$ cat src/rtl/lcd_dma_axi_reader.sv
// AXI4 read master for the LCD DMA FIFO: turns each one-cycle request into a
// fixed-length INCR burst and returns the beats to the FIFO, with sticky error flags.
module lcd_dma_axi_reader #(
    parameter int         BURST_SIZE  = 8,
    parameter logic [3:0] ARCACHE_VAL = 4'b0011
) (
    input  logic        CLK,
    input  logic        RESETN,
    input  logic [29:0] DMA_RD_ADDR,
    input  logic        DMA_START,
    output logic        DMA_READY,
    output logic [31:0] DMA_RD_DATA,
    output logic        DMA_RD_DATA_VALID,
    output logic [31:0] M_AXI_ARADDR,
    output logic [7:0]  M_AXI_ARLEN,
    output logic [2:0]  M_AXI_ARSIZE,
    output logic [1:0]  M_AXI_ARBURST,
    output logic [3:0]  M_AXI_ARCACHE,
    output logic [2:0]  M_AXI_ARPROT,
    output logic        M_AXI_ARVALID,
    input  logic        M_AXI_ARREADY,
    input  logic [31:0] M_AXI_RDATA,
    input  logic [1:0]  M_AXI_RRESP,
    input  logic        M_AXI_RLAST,
    input  logic        M_AXI_RVALID,
    output logic        M_AXI_RREADY,
    output logic        ERR_RESP,
    output logic        ERR_LAST,
    input  logic        ERR_CLEAR
);

    localparam logic [8:0] LAST_BEAT = 9'(BURST_SIZE - 1);

    typedef enum logic [1:0] {
        ST_IDLE = 2'd0,
        ST_ADDR = 2'd1,
        ST_DATA = 2'd2
    } state_t;

    state_t      r_state;
    state_t      w_state_nxt;
    logic [8:0]  r_beat_cnt;
    logic        r_dma_ready;
    logic        r_arvalid;
    logic        r_rready;
    logic [31:0] r_araddr;
    logic [31:0] r_rd_data;
    logic        r_rd_data_valid;
    logic        r_err_resp;
    logic        r_err_last;
    logic        w_rbeat;
    logic        w_last_beat;
    logic        w_err_resp_set;
    logic        w_err_last_set;

    assign M_AXI_ARLEN       = 8'(BURST_SIZE - 1);
    assign M_AXI_ARSIZE      = 3'b010;
    assign M_AXI_ARBURST     = 2'b01;
    assign M_AXI_ARCACHE     = ARCACHE_VAL;
    assign M_AXI_ARPROT      = 3'b000;
    assign M_AXI_ARADDR      = r_araddr;
    assign M_AXI_ARVALID     = r_arvalid;
    assign M_AXI_RREADY      = r_rready;
    assign DMA_READY         = r_dma_ready;
    assign DMA_RD_DATA       = r_rd_data;
    assign DMA_RD_DATA_VALID = r_rd_data_valid;
    assign ERR_RESP          = r_err_resp;
    assign ERR_LAST          = r_err_last;

    // Beat qualification and error detection; RLAST is only checked, never used to end a burst.
    always_comb begin
        w_rbeat        = (r_state == ST_DATA) && r_rready && M_AXI_RVALID;
        w_last_beat    = (r_beat_cnt == LAST_BEAT);
        w_err_resp_set = w_rbeat && (M_AXI_RRESP != 2'b00);
        if (w_last_beat) begin
            w_err_last_set = w_rbeat && !M_AXI_RLAST;
        end else begin
            w_err_last_set = w_rbeat && M_AXI_RLAST;
        end
    end

    // Next-state logic.
    always_comb begin
        w_state_nxt = r_state;
        case (r_state)
            ST_IDLE: begin
                if (DMA_START) begin
                    w_state_nxt = ST_ADDR;
                end else begin
                    w_state_nxt = ST_IDLE;
                end
            end
            ST_ADDR: begin
                if (M_AXI_ARREADY) begin
                    w_state_nxt = ST_DATA;
                end else begin
                    w_state_nxt = ST_ADDR;
                end
            end
            ST_DATA: begin
                if (w_rbeat && w_last_beat) begin
                    w_state_nxt = ST_IDLE;
                end else begin
                    w_state_nxt = ST_DATA;
                end
            end
            default: w_state_nxt = ST_IDLE;
        endcase
    end

    // State register and registered outputs, derived from the next state so they lead by no cycle.
    always_ff @(posedge CLK) begin
        if (!RESETN) begin
            r_state         <= ST_IDLE;
            r_beat_cnt      <= 9'd0;
            r_dma_ready     <= 1'b0;
            r_arvalid       <= 1'b0;
            r_rready        <= 1'b0;
            r_araddr        <= 32'd0;
            r_rd_data       <= 32'd0;
            r_rd_data_valid <= 1'b0;
            r_err_resp      <= 1'b0;
            r_err_last      <= 1'b0;
        end else begin
            r_state         <= w_state_nxt;
            r_dma_ready     <= (w_state_nxt == ST_IDLE);
            r_arvalid       <= (w_state_nxt == ST_ADDR);
            r_rready        <= (w_state_nxt == ST_DATA);
            r_rd_data_valid <= w_rbeat;
            if ((r_state == ST_IDLE) && DMA_START) begin
                r_araddr <= {DMA_RD_ADDR, 2'b00};
            end
            if ((r_state == ST_ADDR) && M_AXI_ARREADY) begin
                r_beat_cnt <= 9'd0;
            end else if (w_rbeat) begin
                r_beat_cnt <= r_beat_cnt + 9'd1;
            end
            if (w_rbeat) begin
                r_rd_data <= M_AXI_RDATA;
            end
            // A new error in the same cycle as a clear keeps the flag set.
            r_err_resp <= w_err_resp_set | (r_err_resp & ~ERR_CLEAR);
            r_err_last <= w_err_last_set | (r_err_last & ~ERR_CLEAR);
        end
    end

endmodule

$ cat config.mk
export PLATFORM = sky130hd
export DESIGN_NAME = lcd_dma_axi_reader
export DESIGN_NICKNAME = d
export VERILOG_FILES = /design/src/rtl/lcd_dma_axi_reader.sv
export SDC_FILE = /design/constraint.sdc
export NUM_CORES = 1
export LEC_CHECK = 0
export CORE_MARGIN = 2
export CORE_UTILIZATION = 43
export DETAILED_ROUTE_END_ITERATION = 8
export HOLD_SLACK_MARGIN = 0.1
export PLACE_DENSITY = 0.85
export SLEW_MARGIN = 25
export SYNTH_ARGS = -nofsm -noshare
export SYNTH_HDL_FRONTEND = slang
export SYNTH_SLANG_ARGS = --single-unit
$ cat constraint.sdc
create_clock -name CLK -period 2.8 [get_ports CLK]
set_clock_uncertainty 0.2 [all_clocks]
set_input_delay 0.28 -clock CLK [delete_from_list [all_inputs] [get_ports CLK]]
set_output_delay 0.28 -clock CLK [all_outputs]
set_load 0.05 [all_outputs]
# == Yosys cells after proc, flatten, opt, wreduce, memory -nomap -nowiden ==
# Index checks and enable logic that the tools add are counted.
# word_totals
register_bits,79
input_bits,71
elab_cells,40
output_inout_bits,90
# op_classes
reduce_logical,13
n_eq_ne,5
bitwise_logic,6
muxes,5
n_addsub,1
# ops
op,count
"adder 9 x 1 -> 9 bit, second input constant",1
"== test 9 x 3 -> 1 bit, second input constant",1
logical AND 1 bit,8
one-hot mux 2 bit (3 select lines),1
"== test 2 x 1 -> 1 bit, second input constant",2
"== test 2 bit, second input constant",2
logical NOT 2 bit,2
two-way mux 2 bit,2
bitwise AND 1 bit,2
two-way mux 1 bit,2
inverter 1 bit,2
OR 1 bit,2
nonzero test 2 bit,1
OR reduction 2 bit,1
logical NOT 1 bit,1

# == Longest topological paths before layout ==
# Gate-level depths: netlist of run 1.
# depth
depth_word,7
ltp_mapped,6
mapped_depth_nobuf,4

# == Worst setup path before layout of run 1 ==
# Ideal clock, no wire load.
# synth_path
kind,register -> register
start,"reg r_rready, in the netlist M_AXI_RREADY"
end,reg r_beat_cnt[6]
path_stages_with_launch,5
setup_slack_ns,0.928
setup_ns,0.071
path_buffers,1
arrival_time_ns,1.600
required_ns,2.529
path_cell_list,dfxtp_1 > nand4b_4 > buf_6 > or4_1 > a21oi_1
# synth_between
elab_chain_cells,2
# synth_lines
element,line,rtl
start: declaration,45,logic r_rready;
start signal: assignment,128,r_rready <= (w_state_nxt == ST_DATA);
logical AND 1 bit (2 in a row),72,w_rbeat = (r_state == ST_DATA) && r_rready && M_AXI_RVALID;
end signal: assignment,136,r_beat_cnt <= r_beat_cnt + 9'd1;
end: declaration,42,logic [8:0] r_beat_cnt;
# No other way between the ends.
# A chain may end at the register's enable or synchronous reset.

# == Final worst setup path of run 1 ==
# layout_path
start,"reg r_rready, in the netlist M_AXI_RREADY"
end,out M_AXI_RREADY
# layout_rtl
element,line,rtl
end: declaration,26,"output logic M_AXI_RREADY,"
# No word-level cell between the ends.

==> reports/results.tsv, run 1 <==
metric	value	unit
status	complete, no violations	
CP endpoint kind	output pin	
final setup fails	0	
WP buf/inv	1	
final core utilization	0.658	
Fin Setup TNS	0	ps
compound-gate portion of the synthesized area	0.183	
busiest grt layer	met2	
htree depth	3	
DR pass1 iterations	4	
synthesized area	3220	sq um
reg2reg setup slack	880	ps
layout cells sized above 1	0.0412	
Post CTS Setup Buffer Count	0	
Int Pwr	0.00186	W
Clk pwr share	0.359	
Initial Util	0.444	
# hold bufs at CTS	0	
final instance area	4770	sq um
Rows	31	
Post-route DRC	0	
1st-iter DRT viols	101	
Placed Instance Area	4560	sq um
main combinational cell family by area after synthesis	simple AND/OR/NAND/NOR gates	
total power	0.00254	W
clock slew at reported path FFs	80	ps
max_slew headroom	0.567	
latest clock arrival within the worst-skew pair	330	ps
die height	90.5	microns
placed wire-length estimate	5.65	mm
die footprint	8190	sq um
total CTS buffers	9	
GR Layer Usage met1	0.221	
Seq/Total Area, Yosys	0.491	
Slew @ Worst Pin	644	ps
area of the multi-input gates	1430	sq um
synth warn	0	
crit-path max cell delay	860	ps
worst vdd ir	0.465	mV
crit-path cells	clkdlybuf4s50_1	
FILL cells	632	
Crit Path Category	register to output pin	
critical path's slowest cell	clkdlybuf4s50_1	
Yosys reg bits	79	
Fin. Hold Viols	0	
routability cong.	0.766	
Synth Instances	379	
CTS sink cnt	79	
Fmax	0.479	GHz
die width	90.5	microns
global-route wire length before repair	12.8	mm
fin crit share	0.745	
via/cell ratio	4.72	
RSZ-0062 raised after global routing	false	
adder-cell share of the synthesized area	0.00389	
met2 Use GR	0.328	
Hold Crit Class	register to register	
TritonCTS clock tree	done	
Synth Area in XOR/XNOR	0.00272	
startpoint types	register	
syn_area_per_cell	8.49	sq um
met3 usage	0.0693	
worst-path fanout max	4	
CP delay by family, top	buffers and inverters	
Post-Synth Simple-Gate Area	0.221	
Combinational Power Share	0.175	
WL/cell	12.9	microns
antenna cells	0	
CTS Root Cell	clkbuf_8	
post-CTS resize count	0	
Area Overhead vs Synth	48.3	%
switch share	0.268	
P per Cell Area	531	nW/um^2
Vias	2875	
drt total wl	7.84	mm
I/O Pins	161	
Core ar.	7250	sq um
NetSw	0.000680	W
P_leak	1.70	nW
Max Slew Vio Count	0	
post-synthesis mux area share	0.00622	
minimum clock period	2090	ps
Nets	578	
largest net degree at the start of global routing	46	
Seq pwr share	0.465	
Seq. cell area	1580	sq um
Max Cap Viol	0	
Worst Path Required	2320	ps
GRT Total Usage	0.191	
synth unique cells	34	
post-route ant nets	0	
GR Overflow Total	0	
# port buffers	138	
vias in the first global route	2706	
Clock Path Buffers	2	
initial antenna violation count	0	
WP data arrival	1610	ps
[cell usage after synthesis]
library cell,count,share of area
nand2_1,130,0.15
dfxtp_1,79,0.49
a21boi_0,63,0.15
buf_4,22,0.051
clkbuf_1,18,0.021
a21oi_1,7,0.011
buf_2,5,0.0078
inv_1,5,0.0058
nand3_1,4,0.0062
o21ai_0,4,0.0062
o31ai_1,4,0.0093
or4_1,4,0.0093
nand3b_1,3,0.0070
nor2_1,3,0.0035
nor3b_1,3,0.0070
conb_1,2,0.0023
mux2i_1,2,0.0062
nand4_1,2,0.0039
nor4_1,2,0.0039
o21a_1,2,0.0047
or3_1,2,0.0039
a211o_1,1,0.0027
a41oi_1,1,0.0027
and2_1,1,0.0019
and4b_1,1,0.0031
buf_6,1,0.0035
ha_1,1,0.0039
nand2b_1,1,0.0019
nand4b_4,1,0.0074
nor2b_1,1,0.0019
nor4bb_1,1,0.0031
or2b_1,1,0.0023
or3b_2,1,0.0027
xnor2_1,1,0.0027
[layout make-up]
type / count / area share
clock buffers: 12 / 0.0304
clock inverters: 3 / 0.0142
inverters: 5 / 0.00393
multi-input cells: 269 / 0.300
flip-flops and latches: 79 / 0.331
well taps: 99 / 0.0260
repair buffers: 142 / 0.295
[flip-flops by register name, summed over array words and instances (netlist names)]
name               cells
ERR_LAST               1
r_state                2
M_AXI_RREADY           1
ERR_RESP               1
DMA_RD_DATA           32
M_AXI_ARADDR          30
DMA_RD_DATA_VALID      1
DMA_READY              1
r_beat_cnt             9
M_AXI_ARVALID          1
[cells by family after synthesis]
kind of cell | count (synthesis)
buffers and inverters | 51
flip-flops | 79
adder cells (fa/ha/maj) | 1
XOR/XNOR | 1
AND/OR/NAND/NOR | 161
other | 2
AO/OA/AOI/OAI | 82
multiplexers | 2
[metal layers]
layer | part of all wire | wire (microns) | up-vias
met3 | 0.087 | 682 | 10
met1 | 0.41 | 3250 | 1303
met4 | 0.013 | 103 | 0
met2 | 0.49 | 3810 | 110
li1 | - | - | 1452
met5 | 0 | 0 | -
[metrics by stage]
step / std cells / setup slack (ps) / hold WS (ps)
after floorplan: 399 / 928 / 225
final: 609 / 714 / 263
after global routing: 609 / 647 / 289
after CTS: 609 / 700 / 266
after detailed placement: 594 / 658 / 255
after global placement: 594 / 720 / 247
[power groups by stage]
stage	registers [W]	logic [W]	clock network [W]
floorplan	0.00131	0.000175	0
global placement	0.00120	0.000441	0
detailed placement	0.00120	0.000445	0
CTS	0.00118	0.000447	0.000934
global route	0.00118	0.000471	0.000981
finish	0.00118	0.000445	0.000911
[placed cells by master (no fill, tap or decap), types with 4 or more instances in the layout]
cell type / instances
a21boi_0: 63
a21oi_1: 7
buf_4: 4
clkbuf_8: 10
clkdlybuf4s50_1: 137
conb_1: 22
dfxtp_1: 79
inv_1: 5
nand2_1: 130
nand3_1: 4
o21ai_0: 4
o31ai_1: 4
or4_1: 4
[path summary, 6_finish.rpt]
path                   start               to  depth (start not counted)
min          DMA_RD_DATA[13]  DMA_RD_DATA[13]                          2
max             M_AXI_RREADY     M_AXI_RREADY                          1
min reg2reg  DMA_RD_DATA[13]  DMA_RD_DATA[13]                          2
max reg2reg    r_beat_cnt[0]     M_AXI_RREADY                          4
(Power assumes the default switching activity.)
==> run 2, diff against run 1 <==
- CORE_UTILIZATION: 43 -> 36
- PLACE_DENSITY: 0.85 -> 0.76
- clock period: 2.8 -> 1.9 ns (I/O delays scaled with it)
==> reports/results.tsv, run 2 (same netlist as run 1, synthesis figures left out) <==
metric	value	unit	change
1st-iter DRT viols	49		-51%
most frequent cells in the layout	nand2_1, dfxtp_1, clkdlybuf4s50_1, a21boi_0, dlymetal6s2s_1		
RSZ-0062 raised after global routing	false		
GRT Total Usage	0.163		-0.0282
worst vdd ir	0.470	mV	+1.1%
DR pass1 iterations	6		+2
layout cells sized above 1	0.0827		+0.0415
pre-CTS setup slack	-9.27	ps	-667 ps
placed wire-length estimate	5.72	mm	+1.2%
Stages on worst setup path	1		unchanged
Max Cap Viol	0		unchanged
r2r worst-path depth	4		unchanged
Max Slew Vio Count	0		unchanged
CP endpoint kind	output pin		
post-route ant nets	0		unchanged
Slew @ Worst Pin	515	ps	-128 ps
global-route wire length before repair	13.2	mm	+2.6%
max_slew headroom	0.656		+0.0890
reg2reg setup slack	140	ps	-740 ps
max FFs per register	32		unchanged
Crit Path Category	register to output pin		
critical register-to-register path endpoint	r_state[1]		
routability cong.	0.771		+0.72%
setup ws final	72.5	ps	-641 ps
crit path from	DMA_RD_DATA_VALID		
Post-route DRC	0		unchanged
die height	98.6	microns	+8.9%
P per Cell Area	787	nW/um^2	+48%
Nets	587		+1.6%
Post-Place Cells	611		+2.9%
Area Overhead vs Synth	54.2	%	
clock slew at reported path FFs	90	ps	about the same
WP buf/inv	1		unchanged
CP delay by family, top	buffers and inverters		
die width	98.6	microns	+8.9%
largest net degree at the start of global routing	40		-13%
via/cell ratio	4.66		-1.2%
status	complete, no violations		
Rows	34		+9.7%
CTS Root Cell	clkbuf_8		
Vias	2928		+1.8%
crit-path cells	clkdlybuf4s50_1		
htree depth	3		unchanged
Hold Startpoint	M_AXI_RDATA[14]		
most common cell after layout, fill and taps aside	nand2_1		
WL/cell	12.8	microns	-0.50%
vias in the first global route	2938		+8.6%
final core utilization	0.572		-0.0862
P_leak	2.49	nW	+46%
minimum clock period	1830	ps	
critical path capture point	DMA_RD_DATA_VALID		
antenna cells	0		unchanged
Clock Path Buffers	2		unchanged
Layout Cells excl Fill	628		+3.1%
initial antenna violation count	0		unchanged
Fin Setup TNS	0	ps	unchanged
die footprint	9720	sq um	+19%
WP data arrival	1440	ps	-170 ps
crit-path max cell delay	790	ps	-70 ps
Fin. Hold Viols	0		unchanged
startpoint types	register		
fin crit share	0.962		
critical path's slowest cell	clkdlybuf4s50_1		
# port buffers	138		unchanged
I/O Pins	161		unchanged
Hold Crit Class	primary input to register		
final hold slack	190	ps	-73.3 ps
Fmax	0.547	GHz	
GR Overflow Total	0		unchanged
CTS sink cnt	79		unchanged
reg2reg start	r_beat_cnt[0]		
Initial Util	0.371		-0.0729
Core ar.	8680	sq um	+20%
latest clock arrival within the worst-skew pair	340	ps	about the same
worst-path fanout max	1		-3
TritonCTS clock tree	done		
final setup fails	0		unchanged
drt total wl	8.05	mm	+2.6%
total CTS buffers	9		unchanged
Post CTS Setup Buffer Count	0		unchanged
Worst Path Required	1510	ps	-810 ps
## run 2: repair_timing
action,4_1_cts,5_1_grt
hold buffers,1,0
gates resized for setup,23,33
endpoints found under the hold margin,12,0
setup endpoints to repair,23,33
## run 2: layout make-up
cell class	count	area (sq um)
clock buffers	9	124
clock inverters	7	121
fillers	788	3710
inverters	5	18.8
multi-input cells	269	1430
flip-flops and latches	79	1580
well taps	108	135
repair buffers	151	1550
## run 2: through the flow
stage               total power (W)  cell area [sq um]
finish                      0.00391               4960
global route                0.00406               4960
CTS                         0.00396               4880
detailed placement          0.00245               4650
global placement            0.00244               4650
floorplan                   0.00219               3290
## run 2: power breakdown
part	internal, W	switching, W
registers	0.00171	0.0000285
logic	0.000261	0.000402
clock network	0.000877	0.000633
total	0.00284	0.00106
## run 2: layer usage
| layer | wire, microns | part of all wire | GRT usage |
|---|---|---|---|
| met1 | 3370 | 0.42 | 0.182 |
| met2 | 3900 | 0.48 | 0.287 |
| met3 | 706 | 0.088 | 0.0681 |
| met4 | 68 | 0.0084 | 0.0400 |
| met5 | 0 | 0 | 0 |
## run 2: how the worst min path moves through the flow
stage                       endpoint  slack [ps]  cells past startpoint
floorplan            DMA_RD_DATA[10]         130                      2
global placement    M_AXI_ARADDR[14]         250                      2
detailed placement   DMA_RD_DATA[20]         260                      2
CTS                  M_AXI_ARADDR[4]         180                      3
global route         DMA_RD_DATA[17]         190                      3
finish               DMA_RD_DATA[14]         190                      3
